### src/rtl/sdram_arbiter.sv
// Two-port SDRAM command arbiter: the capture writer has priority, the readback
// reader is protected from starvation, and one outstanding read is tracked with a timeout.
module sdram_arbiter #(
    parameter int ADDR_W        = 23,
    parameter int DATA_W        = 32,
    parameter int MAX_WR_STREAK = 8,
    parameter int RD_TIMEOUT    = 255
) (
    input  logic              clk,
    input  logic              rst_n,
    // capture write path
    input  logic              wr_req,
    input  logic [ADDR_W-1:0] wr_addr,
    input  logic [DATA_W-1:0] wr_data,
    output logic              wr_ack,
    // readback read path
    input  logic              rd_req,
    input  logic [ADDR_W-1:0] rd_addr,
    output logic              rd_ack,
    output logic              rd_valid,
    output logic [DATA_W-1:0] rd_data,
    output logic              rd_err,
    // SDRAM controller command interface
    output logic [ADDR_W-1:0] addr,
    output logic              rw,
    output logic [DATA_W-1:0] data_in,
    output logic              in_valid,
    input  logic              busy,
    input  logic [DATA_W-1:0] data_out,
    input  logic              out_valid,
    // LED status
    output logic [1:0]        state_code
);

    typedef enum logic [1:0] {
        ST_IDLE    = 2'd0,
        ST_HOLD    = 2'd1,
        ST_RD_WAIT = 2'd2
    } state_t;

    localparam logic [7:0]  STREAK_LIM = 8'(MAX_WR_STREAK);
    localparam logic [15:0] TMO_LAST   = 16'(RD_TIMEOUT - 1);

    state_t      state;
    logic [7:0]  wr_streak;
    logic [15:0] tmo_cnt;
    logic        grant_any;
    logic        rd_wins;

    function automatic logic [7:0] sat_inc8(input logic [7:0] v);
        return (v == 8'hFF) ? v : v + 8'd1;
    endfunction

    // A pending read overtakes writes once the writer has had its streak.
    assign grant_any  = !busy && (wr_req || rd_req);
    assign rd_wins    = rd_req && (!wr_req || (wr_streak >= STREAK_LIM));
    assign state_code = state;

    always_ff @(posedge clk or negedge rst_n) begin
        if (!rst_n) begin
            state     <= ST_IDLE;
            wr_streak <= 8'd0;
            tmo_cnt   <= 16'd0;
            addr      <= '0;
            rw        <= 1'b0;
            data_in   <= '0;
            in_valid  <= 1'b0;
            wr_ack    <= 1'b0;
            rd_ack    <= 1'b0;
            rd_valid  <= 1'b0;
            rd_data   <= '0;
            rd_err    <= 1'b0;
        end else begin
            in_valid <= 1'b0;
            wr_ack   <= 1'b0;
            rd_ack   <= 1'b0;
            rd_valid <= 1'b0;
            case (state)
                ST_IDLE: begin
                    if (grant_any) begin
                        in_valid <= 1'b1;
                        if (rd_wins) begin
                            rw        <= 1'b0;
                            addr      <= rd_addr;
                            rd_ack    <= 1'b1;
                            wr_streak <= 8'd0;
                            tmo_cnt   <= 16'd0;
                            state     <= ST_RD_WAIT;
                        end else begin
                            rw        <= 1'b1;
                            addr      <= wr_addr;
                            data_in   <= wr_data;
                            wr_ack    <= 1'b1;
                            wr_streak <= rd_req ? sat_inc8(wr_streak) : 8'd0;
                            state     <= ST_HOLD;
                        end
                    end
                end
                // One dead cycle covers the controller's busy rise latency.
                ST_HOLD: begin
                    state <= ST_IDLE;
                end
                ST_RD_WAIT: begin
                    if (out_valid) begin
                        rd_data  <= data_out;
                        rd_valid <= 1'b1;
                        rd_err   <= 1'b0;
                        tmo_cnt  <= 16'd0;
                        state    <= ST_IDLE;
                    end else if (tmo_cnt == TMO_LAST) begin
                        rd_valid <= 1'b1;
                        rd_err   <= 1'b1;
                        tmo_cnt  <= 16'd0;
                        state    <= ST_IDLE;
                    end else begin
                        tmo_cnt <= tmo_cnt + 16'd1;
                    end
                end
                default: begin
                    state <= ST_IDLE;
                end
            endcase
        end
    end

endmodule

### config.mk
export PLATFORM = sky130hd
export DESIGN_NAME = sdram_arbiter
export DESIGN_NICKNAME = d
export VERILOG_FILES = /design/src/rtl/sdram_arbiter.sv
export SDC_FILE = /design/constraint.sdc
export NUM_CORES = 1
export LEC_CHECK = 0
export ABC_AREA = 0
export ABC_CLOCK_PERIOD_IN_PS = 2980
export CORE_MARGIN = 4
export CORE_UTILIZATION = 46
export DETAILED_ROUTE_END_ITERATION = 7
export PLACE_DENSITY_LB_ADDON = 0.1
export SLEW_MARGIN = 10
export SYNTH_ARGS = -nofsm -noshare
export SYNTH_HDL_FRONTEND = slang
export SYNTH_SLANG_ARGS = --single-unit
### constraint.sdc
create_clock -name clk -period 2.98 [get_ports clk]
set_input_delay 0.596 -clock clk [delete_from_list [all_inputs] [get_ports clk]]
set_output_delay 0.596 -clock clk [all_outputs]
set_load 0.01 [all_outputs]
Word level (Yosys, flattened, before mapping)
Index checks and enable logic that the tools add are counted.

Register bits after elaboration: 119. Output and inout port bits: 95. Word-level logic and storage cells: 66.

Add/subtract/negate cells: 2. $lt $le $gt $ge: 1. Equal/unequal tests: 7. Muxes and demuxes: 27. Bitwise operators: 1. Reductions and logical operators: 16.

Operators with widths (count): $mux 16 (4); $pmux 16 s2 (1); $mux 8 (3); $mux 23 (1); $add 16x1->16 const B (1); $eq 16x8->1 const B (1); $mux 1 (13); $reduce_and 3->1 (3); $add 8x1->8 const B (1); $eq 8x8->1 const B (1); $ge 8x4->1 const B (1); $mux 2 (4); $reduce_and 2->1 (4); $ne 3x3->1 const B (2); $ne 2x2->1 const B (2); $pmux 2 s2 (1); $reduce_bool 2->1 (2); $eq 2x2->1 const B (1); $logic_and 1x1->1 (2); $logic_not 1->1 (2); $logic_not 2->1 (1); $logic_or 1x1->1 (2); $not 1->1 (1).

Logic depth before layout (Yosys ltp)
Gate-level depths: netlist of the first run.

Depth after elaboration: 6. Mapped depth: 7.

Least setup slack after synthesis of the first run
No wires, ideal clock.

Path kind: input port to flip-flop. Start point: in wr_req. End point: reg data_in[27]. Library setup time: 0.127 ns. Arrival: 2.064 ns. Data required time: 2.853 ns. Slack: 0.788 ns. Stages: 6. Buffers on the path: 2. Path through: or4b_1 > o31a_1 > nor2_1 > buf_4 > buf_6 > mux2_1.

Cells in the longest elaborated chain, start to end: 5.

Ends and longest elaborated chain: start: declaration (RTL line 12) `input logic wr_req,`; $logic_not 1->1 (RTL line 56) `assign rd_wins = rd_req && (!wr_req || (wr_streak >= STREAK_LIM));`; $logic_or 1x1->1 (RTL line 56); $logic_and 1x1->1 (RTL line 56); $not 1->1 (no source line); $reduce_and 3->1 (no source line) (*); end signal: assignment (RTL line 92) `data_in <= wr_data;`; end: declaration (RTL line 26) `output logic [DATA_W-1:0] data_in,`.

Mark *: on every way between the ends. The rest lies on a longest branch, timed or not. A chain may end at the register's enable or synchronous reset.

Worst setup path in the final report of the first run
Start point: in wr_req. End point: reg addr[3].

Cells in the longest elaborated chain, start to end: 4.

Ends and longest elaborated chain: $logic_not 1->1 (RTL line 56); $logic_or 1x1->1 (RTL line 56); $logic_and 1x1->1 (RTL line 56); $mux 23 (RTL line 82) `if (rd_wins) begin`; end signal: assignment (RTL line 84) `addr <= rd_addr;`; end signal: assignment (RTL line 91) `addr <= wr_addr;`; end: declaration (RTL line 24) `output logic [ADDR_W-1:0] addr,`.

Parallel ways exist; a longest one is shown, timed or not.

==> metrics.md, run 1 <==
| Metric | Value |
|---|---|
| Die Footprint | approximately 13000 µm² |
| Initial antenna violation count | 0 |
| Final Worst Setup Slack | 723 ps |
| Clock group share of total power | 0.311 |
| Leakage | about 3.2 nW |
| FF+latch count, synth | roughly 120 |
| Cell Pwr Density | between 700 and 800 nW/µm² |
| Net Sw Frac | 0.262 |
| RSZ-0062 raised after global routing | no |
| CP startpoint kind | input pin |
| Largest net degree at the start of global routing | 54 |
| Least-Margin Pin Slew | between 600 and 700 ps |
| Starting density of the core | 0.480 |
| Period utilization | 0.757 |
| Overflow after GRT | 0 |
| Hold crit path type | in2async |
| Layout cells sized above 1 | 0.161 |
| Post-CTS Setup Bufs | 0 |
| Part of the power in registers | 0.389 |
| Synth unique cells | 40 |
| CTS Buffer Depth | 2 |
| Layout area overhead | 54.9% |
| Worst endpoint required time | between 3000 and 4000 ps |
| Setup crit end kind | flop |
| Nets | just over 700 |
| Synth warn | 0 |
| Final HPWL DP | ~11000 µm |
| CTS sink cnt | between 100 and 150 |
| Std-Cell Rows | 37 |
| CTS HTree Levels | 4 |
| Hold Violations, Final | 0 |
| Int Pwr | ~0.0042 W |
| Number of remaining DRC errors | 0 |
| Final GP Congestion | between 0.8 and 0.9 |
| Fmax | 0.443 GHz |
| Root Buffer | clkbuf_8 |
| Mapped cell area | 5020 µm² |
| Seq/Total Area, Yosys | 0.594 |
| Core area | ~10000 µm² |
| Maximum VDD drop | ~0.52 mV |
| Net Switching | 0.00148 W |
| Dpl ws | 224 ps |
| Setup violations, final | 0 |
| Height of the die | between 100 and 150 µm |
| Cts hold-fix bufs | 0 |
| Clk Latency, worst-skew pair | around 510 ps |
| Vias in the first global route | about 4300 |
| Die width | 112 µm |
| Status | finished, final reports clean |
| Syn Nets | about 500 |
| Post-Layout Cell Count | around 750 |
| Setup total negative slack | 0 ps |
| CTS tree | done |
| Diodes inserted | 0 |
| Cells after Synth | roughly 380 |
| IO buf count | 210 |
| Dpl cells | a little over 700 |
| Hold Slack | between 100 and 150 ps |
| Vias after detailed routing | around 4100 |
| I/O pins | 211 |
| Max-slew violations | 0 |
| First-pass GRT wire length | around 24000 µm |
| Final WL | roughly 15000 µm |
| Worst-path maximum fanout | 23 |
| Initial drt markers | approximately 320 |
| Total GRT Usage | 0.238 |
| Post-route ant nets | 0 |
| Crit path DAT | roughly 2600 ps |
| Wire per inst | 19.9 µm |
| Via density | between 5 and 6 |
| Pre-Repair DR Iteration Count | 6 |
| Shortest period the worst path allows | approximately 2300 ps |
| CP Class | in2reg |
| Inserted Clock Buffers | 17 |
| Skew final | ~9 ps |
| Post-synthesis area per instance | 13.1 µm² |
| # fillers | between 700 and 800 |
| # resized after CTS | 0 |
| Comb power frac | 0.300 |
| Relative max-transition margin | 0.536 |
| Max-cap check violation count | 0 |
| Clock transition at path regs | ~50 ps |
[cell usage after synthesis (all sizes together)]
library cell    n  area, µm²
o21ai           4       20.0
or4b            2       20.0
nand3          14       70.1
nor2            9       33.8
o211ai          2       15.0
buf            13       93.8
mux2           64        721
clkbuf         13       48.8
dfrtp         119       2980
ha              4       50.1
and2           28        175
nand3b          4       30.0
inv            10       37.5
and3            1       6.26
a41oi          10       95.1
or3             1       6.26
nor4            3       18.8
nor2b           2       12.5
nand4           6       37.5
and4            2       17.5
o221ai          3       26.3
o22ai           2       12.5
a221o          23        230
a21o            3       22.5
o2111ai         1       8.76
o31a            1       8.76
or4             2       15.0
nor4b           1       8.76
a31oi          15       93.8
nand2b          1       6.26
a21oi           4       20.0
nand2          10       37.5
and4b           1       10.0
nor3            6       30.0
[per-stage QoR]
step	total power (W)	cell area (µm²)	util
finish	0.00564	7770	0.743
global route	0.00590	7770	0.743
CTS	0.00571	7770	0.743
detailed placement	0.00393	7270	0.694
global placement	0.00387	7270	0.694
floorplan	0.00283	5020	-
[critical path: stages]
cell,delay [ps]
clkdlybuf4s50_1,490
or4b_1,460
o31a_1,320
and2_1,210
buf_4,230
a221o_1,330
[metal layers]
| metal | vias up | wire, µm | GRT usage |
|---|---|---|---|
| met4 | 0 | 354 | 0.0809 |
| met1 | 2028 | 5690 | 0.281 |
| met2 | 209 | 7410 | 0.405 |
| li1 | 1862 | - | - |
| met5 | - | 0 | 0 |
| met3 | 25 | 1390 | 0.0846 |
[power groups by stage]
stage               Sequential (W)  Combinational, W  Clock [W]
finish                     0.00220           0.00169    0.00175
global route               0.00225           0.00180    0.00185
CTS                        0.00220           0.00172    0.00179
detailed placement         0.00222           0.00171          0
global placement           0.00220           0.00167          0
floorplan                  0.00237          0.000463          0
[worst paths after layout]
| check | from | to | slack [ps] | depth (start not counted) |
|---|---|---|---|---|
| setup reg to reg | wr_streak[4] | addr[3] | 830 | 5 |
| min in group clk | data_in[29] | data_in[29] | 480 | 1 |
| setup / recovery | wr_req | addr[3] | 720 | 6 |
| hold / removal | rst_n | data_in[2] | 140 | 1 |
| max in group asynchronous | rst_n | rd_data[16] | 2020 | 2 |
| hold reg to reg | data_in[29] | data_in[29] | 480 | 1 |
[final cells by class]
type / instances / area [µm²] / area share
well taps: 136 / 170 / 0.0219
repair buffers: 221 / 2210 / 0.284
clock buffers: 25 / 454 / 0.0585
inverters: 10 / 37.5 / 0.00483
clock inverters: 5 / 50.0 / 0.00644
flip-flops and latches: 119 / 2980 / 0.383
multi-input cells: 229 / 1870 / 0.241
[placed cells by master (no fill, tap or decap), drive strengths merged, types with 9 or more instances in the layout]
master	n
clkdlybuf4s50	209
nand2	10
and2	28
mux2	64
inv	10
a41oi	10
nand3	14
a31oi	15
dfrtp	119
clkbuf	25
a221o	23
nor2	9
buf	12
[cells by family after synthesis]
logic type                 synth area share
DFF                                   0.594
and+or+nand+nor                       0.107
AOI/OAI and AO/OA                     0.110
muxes                                 0.144
buffers and inverters                0.0359
adders and majority gates           0.00998
[registers in the layout, summed over array words and instances (netlist names)]
register and flops:
addr 23, data_in 32, in_valid 1, rd_ack 1, rd_data 32, rd_err 1, rd_valid 1, rw 1
state_code 2, tmo_cnt 16, wr_ack 1, wr_streak 8
No activity file was read; power rests on OpenSTA's default activity.
==> inputs of run 2 (changes only) <==
--- a/config.mk
+++ b/config.mk
@@ -6,9 +6,9 @@
 export NUM_CORES = 1
 export LEC_CHECK = 0
 export ABC_AREA = 0
-export ABC_CLOCK_PERIOD_IN_PS = 2980
+export ABC_CLOCK_PERIOD_IN_PS = 2400
 export CORE_MARGIN = 4
-export CORE_UTILIZATION = 46
+export CORE_UTILIZATION = 43
 export DETAILED_ROUTE_END_ITERATION = 7
 export PLACE_DENSITY_LB_ADDON = 0.1
 export SLEW_MARGIN = 10
==> constraint.sdc (replaced) <==
create_clock -name clk -period 2.4 [get_ports clk]
set_input_delay 0.48 -clock clk [delete_from_list [all_inputs] [get_ports clk]]
set_output_delay 0.48 -clock clk [all_outputs]
set_load 0.01 [all_outputs]
==> run 2 against run 1 <==
Compared with the run above: global-route usage fell by 2.5 points; wire length shrank 4.3%; total power is 25% higher; sequential share of layout area shrank 0.45 points; combinational power up 24%; critical path depth did not move; clock-buffer cell count down 3; worst setup slack got worse by 510 ps; hold slack worse by 75 ps; design area is 1.2% higher; die area rose by 6.5%; clock power increased by 27%.
==> metrics.md, run 2 (synthesis gave the netlist of run 1 again) <==
| Metric | Value |
|---|---|
| Post-Layout Cell Count | between 700 and 800 |
| First-pass GRT wire length | 21800 µm |
| GR met3 Demand/Resource | 0.0783 |
| Post-CTS Setup Bufs | 0 |
| Vias in the first global route | between 4000 and 5000 |
| Critical-path top delay cell | clkdlybuf4s50_1 |
| CP top delay family | buffers and inverters |
| GRT Max-Usage Layer | met2 |
| Relative max-transition margin | 0.616 |
| Max-cap check violation count | 0 |
| Layout area overhead | 56.7% |
| Final HPWL DP | approximately 10000 µm |
| Critical Path, Cell by Cell | clkdlybuf4s50_1 -> or4b_1 -> o31a_1 -> nor2_4 -> buf_12 -> mux2_2 |
| # resized after CTS | 0 |
| Number of remaining DRC errors | 0 |
| CTS HTree Levels | 4 |
| Met2 usage in global routing | 0.371 |
| Crit path DAT | about 2500 ps |
| Diodes inserted | 0 |
| Cts hold-fix bufs | 0 |
| Met1 Use GR | 0.243 |
| Largest net degree at the start of global routing | 45 |
| Layout cells sized above 1 | 0.174 |
| Period utilization | 0.910 |
| Die Footprint | about 13000 µm² |
| Buf+Inv Stages, Crit Path | 2 |
| Hold Violations, Final | 0 |
| Inserted Clock Buffers | 17 |
| Vias after detailed routing | 4082 |
| CTS sink cnt | 119 |
| Core area | 11400 µm² |
| Setup crit end kind | flop |
| Fmax | 0.458 GHz |
| Most frequent cells in the layout | clkdlybuf4s50_1 (209), dfrtp_1 (119), mux2_2 (59) |
| Via density | between 5 and 6 |
| Setup violations, final | 0 |
| Clk Latency, worst-skew pair | 400 ps |
| Regs by FF count | data_in (32), rd_data (32), addr (23) |
| Die width | ~120 µm |
| # fillers | about 840 |
| Cell Pwr Density | 893 nW/µm² |
| Leakage | 3.29 nW |
| I/O pins | ~210 |
| Height of the die | between 100 and 150 µm |
| Overflow after GRT | 0 |
| Final WL | 14200 µm |
| Maximum VDD drop | roughly 0.60 mV |
| Total GRT Usage | 0.213 |
| Initial antenna violation count | 0 |
| Post-route ant nets | 0 |
| CTS Buffer Depth | 2 |
| CP Class | in2reg |
| IO buf count | 210 |
| RSZ-0062 raised after global routing | no |
| Clock transition at path regs | roughly 50 ps |
| Starting density of the core | 0.439 |
| Least-Margin Pin Slew | approximately 580 ps |
| Crit-path max cell delay | around 480 ps |
| Root Buffer | clkbuf_16 |
| Max-slew violations | 0 |
| Hold crit path type | in2async |
| Wire per inst | 18.9 µm |
| Worst-path maximum fanout | 37 |
| Nets | 722 |
| Post-placement cell area | 7340 µm² |
| Status | finished, final reports clean |
| Std-Cell Rows | 39 |
| Skew final | 6.68 ps |
| Initial drt markers | approximately 280 |
| CTS tree | done |
| Dpl cells | between 700 and 800 |
| Worst endpoint required time | approximately 2700 ps |
| Design Area, Final | ~8000 µm² |
| Final GP Congestion | 0.798 |
| Pre-Repair DR Iteration Count | 4 |
| Commonest non-fill, non-tap cell in the layout | clkdlybuf4s50_1 |
| Shortest period the worst path allows | ~2200 ps |
| CP startpoint kind | input pin |
-- run 2: path summary, 6_finish.rpt --
path	end	slack, ps	cells past startpoint	from
max in group asynchronous	rd_data[22]	1690	2	rst_n
max reg2reg	data_in[16]	300	5	wr_streak[4]
min	rd_data[17]	60	1	rst_n
max	data_in[16]	220	6	wr_req
min in group clk	rw	480	1	rw
min reg2reg	rw	480	1	rw
-- run 2: worst register-to-register path, stage by stage, from the launching register on --
cell and delay, ps:
dfrtp_1 390, or4b_1 540, o31a_1 320, nor2_4 120, buf_12 220, mux2_2 400
-- run 2: area by class of cell --
type                    instances  area (µm²)  area share
clock inverters                 5        25.0     0.00318
multi-input cells             229        1870       0.238
clock buffers                  22         494      0.0629
repair buffers                225        2270       0.289
well taps                     143         179      0.0228
flip-flops and latches        119        2980       0.379
inverters                      10        37.5     0.00477
-- run 2: where the power goes --
group / switching (W) / total, W / leakage, nW / internal (W)
sequential: 0.000245 / 0.00272 / 1.48 / 0.00247
clock: 0.000806 / 0.00222 / 0.265 / 0.00141
combinational: 0.000761 / 0.00209 / 1.55 / 0.00132
-- run 2: layer usage --
metal  share of wire  wire [µm]
met5               0          0
met4           0.015        212
met3           0.077       1090
met2            0.52       7440
met1            0.38       5450
-- run 2: stage by stage --
step	hold WS (ps)	util	setup slack (ps)	TNS (ps)	total power [W]
2_1_floorplan	184	-	324	0	0.00352
3_3_place_gp	466	0.643	-165	-9080	0.00480
3_5_place_dp	473	0.643	-187	-10430	0.00487
4_1_cts	70.6	0.688	243	0	0.00713
5_1_grt	90.8	0.688	188	0	0.00739
6_report	63.6	0.688	215	0	0.00702
==> inputs of run 3 (changes only) <==
--- a/config.mk
+++ b/config.mk
@@ -7,10 +7,10 @@
 export LEC_CHECK = 0
 export ABC_AREA = 0
 export ABC_CLOCK_PERIOD_IN_PS = 2400
-export CORE_MARGIN = 4
 export CORE_UTILIZATION = 43
 export DETAILED_ROUTE_END_ITERATION = 7
 export PLACE_DENSITY_LB_ADDON = 0.1
+export REMOVE_ABC_BUFFERS = 1
 export SLEW_MARGIN = 10
 export SYNTH_ARGS = -nofsm -noshare
 export SYNTH_HDL_FRONTEND = slang
==> run 3 against run 2 <==
Compared with the run above: combinational power is essentially flat; sequential share of layout area shrank 0.22 points; via count shrank 1.1%; clock power grew 12%; utilization grew 0.41 points; wire length shrank 5.2%; largest power group unchanged; highest routed layer unchanged.
==> metrics.md, run 3 (synthesis gave the netlist of run 1 again) <==
| Metric | Value |
|---|---|
| Status | finished, final reports clean |
| Most frequent cells in the layout | clkdlybuf4s50_1 (209), dfrtp_1 (119), mux2_2 (59) |
| Diodes inserted | 0 |
| Layout area overhead | 57.6% |
| CTS Buffer Depth | 2 |
| Worst R2R Setup Slack | around 300 ps |
| CP Class | in2reg |
| Layout cells sized above 1 | 0.166 |
| CP top delay family | buffers and inverters |
| Total GRT Usage | 0.226 |
| Crit-path max cell delay | 480 ps |
| Die width | 110 µm |
| Vias after detailed routing | 4039 |
| Critical Path, Cell by Cell | clkdlybuf4s50_1 -> or4b_1 -> o31a_1 -> nor2_4 -> buf_12 -> mux2_2 |
| I/O pins | approximately 210 |
| Initial antenna violation count | 0 |
| Worst-path maximum fanout | 31 |
| Inserted Clock Buffers | 17 |
| CTS HTree Levels | 4 |
| Core area | around 11000 µm² |
| Pre-Repair DR Iteration Count | 4 |
| Shortest period the worst path allows | around 2200 ps |
| Vias in the first global route | approximately 4000 |
| Cts hold-fix bufs | 0 |
| Critical-path top delay cell | clkdlybuf4s50_1 |
| Worst endpoint required time | ~2700 ps |
| Crit path DAT | 2470 ps |
| Starting density of the core | 0.439 |
| Setup crit end kind | flop |
| Clk Latency, worst-skew pair | about 410 ps |
| Leakage | 3.30 nW |
| Relative max-transition margin | 0.577 |
| Maximum VDD drop | 0.586 mV |
| Clock transition at path regs | 50 ps |
| Hold crit path type | in2async |
| CP startpoint kind | input pin |
| Initial drt markers | roughly 220 |
| Dpl cells | ~730 |
| Fmax | about 0.46 GHz |
| First-pass GRT wire length | about 20000 µm |
| Largest net degree at the start of global routing | 120 |
| Height of the die | 110 µm |
| Max-cap check violation count | 0 |
| Regs by FF count | data_in (32), rd_data (32), addr (23) |
| Hold Violations, Final | 0 |
| Overflow after GRT | 0 |
| # resized after CTS | 0 |
| Die Footprint | around 12000 µm² |
| RSZ-0062 raised after global routing | no |
| Commonest non-fill, non-tap cell in the layout | clkdlybuf4s50_1 |
| Least-Margin Pin Slew | roughly 630 ps |
| Nets | slightly above 700 |
| Via density | around 5.3 |
| Std-Cell Rows | 39 |
| Cell Pwr Density | a little over 900 nW/µm² |
| CTS sink cnt | 119 |
| Number of remaining DRC errors | 0 |
| Setup violations, final | 0 |
| Final GP Congestion | 0.802 |
| Skew final | ~8.1 ps |
| Post-Layout Cell Count | approximately 760 |
| Final WL | 13500 µm |
| CTS tree | done |
| Post-CTS Setup Bufs | 0 |
| Root Buffer | clkbuf_16 |
| Post-route ant nets | 0 |
| Period utilization | 0.909 |
| Final core utilization | 0.693 |
| Wire per inst | around 18 µm |
| Max-slew violations | 0 |
| IO buf count | 210 |
| Final HPWL DP | approximately 9500 µm |
| Buf+Inv Stages, Crit Path | 2 |
run 3: stage by stage:
step           setup WS (ps)  hold WS, ps  cell area (µm²)  TNS, ps  power (W)
6_report                 219          138             7910        0    0.00730
5_1_grt                  165          195             7910        0    0.00764
4_1_cts                  225          183             7910        0    0.00739
3_5_place_dp            -203          479             7330   -11750    0.00486
3_3_place_gp            -157          461             7330    -8450    0.00480
2_1_floorplan          -1690          184             4870  -112800    0.00350
run 3: power breakdown:
part / leakage, nW / switching, W / internal, W
Combinational: 1.54 / 0.000769 / 0.00132
Clock: 0.282 / 0.000826 / 0.00166
Sequential: 1.48 / 0.000249 / 0.00247
Total: 3.30 / 0.00184 / 0.00546
run 3: worst register-to-register path, cell delays in order (launching register included):
cell and delay [ps]:
dfrtp_1 390, or4b_1 550, o31a_1 330, nor2_4 140, buf_12 210, mux2_2 370
run 3: per-layer routing:
metal / share of wire / vias up / track usage
li1: - / 1875 / -
met1: 0.39 / 1961 / 0.265
met2: 0.49 / 180 / 0.371
met3: 0.097 / 23 / 0.0835
met4: 0.021 / 0 / 0.102
met5: 0 / - / 0
run 3: layout make-up:
cell class                      count  area (µm²)
Timing Repair Buffer              225        2260
Clock buffer                       29         520
Sequential cell                   119        2980
Clock inverter                      2        60.1
Inverter                           10        37.5
Fill cell                         848        3510
Multi-Input combinational cell    229        1870
Tap cell                          143         179
run 3: path summary, 6_finish.rpt:
path / depth (start not counted) / endpoint / startpoint
hold reg to reg: 1 / data_in[29] / data_in[29]
setup reg to reg: 5 / data_in[21] / wr_streak[4]
hold / removal: 2 / rd_data[20] / rst_n
max in group asynchronous: 2 / tmo_cnt[0] / rst_n
setup / recovery: 6 / data_in[21] / wr_req
min in group clk: 1 / data_in[29] / data_in[29]
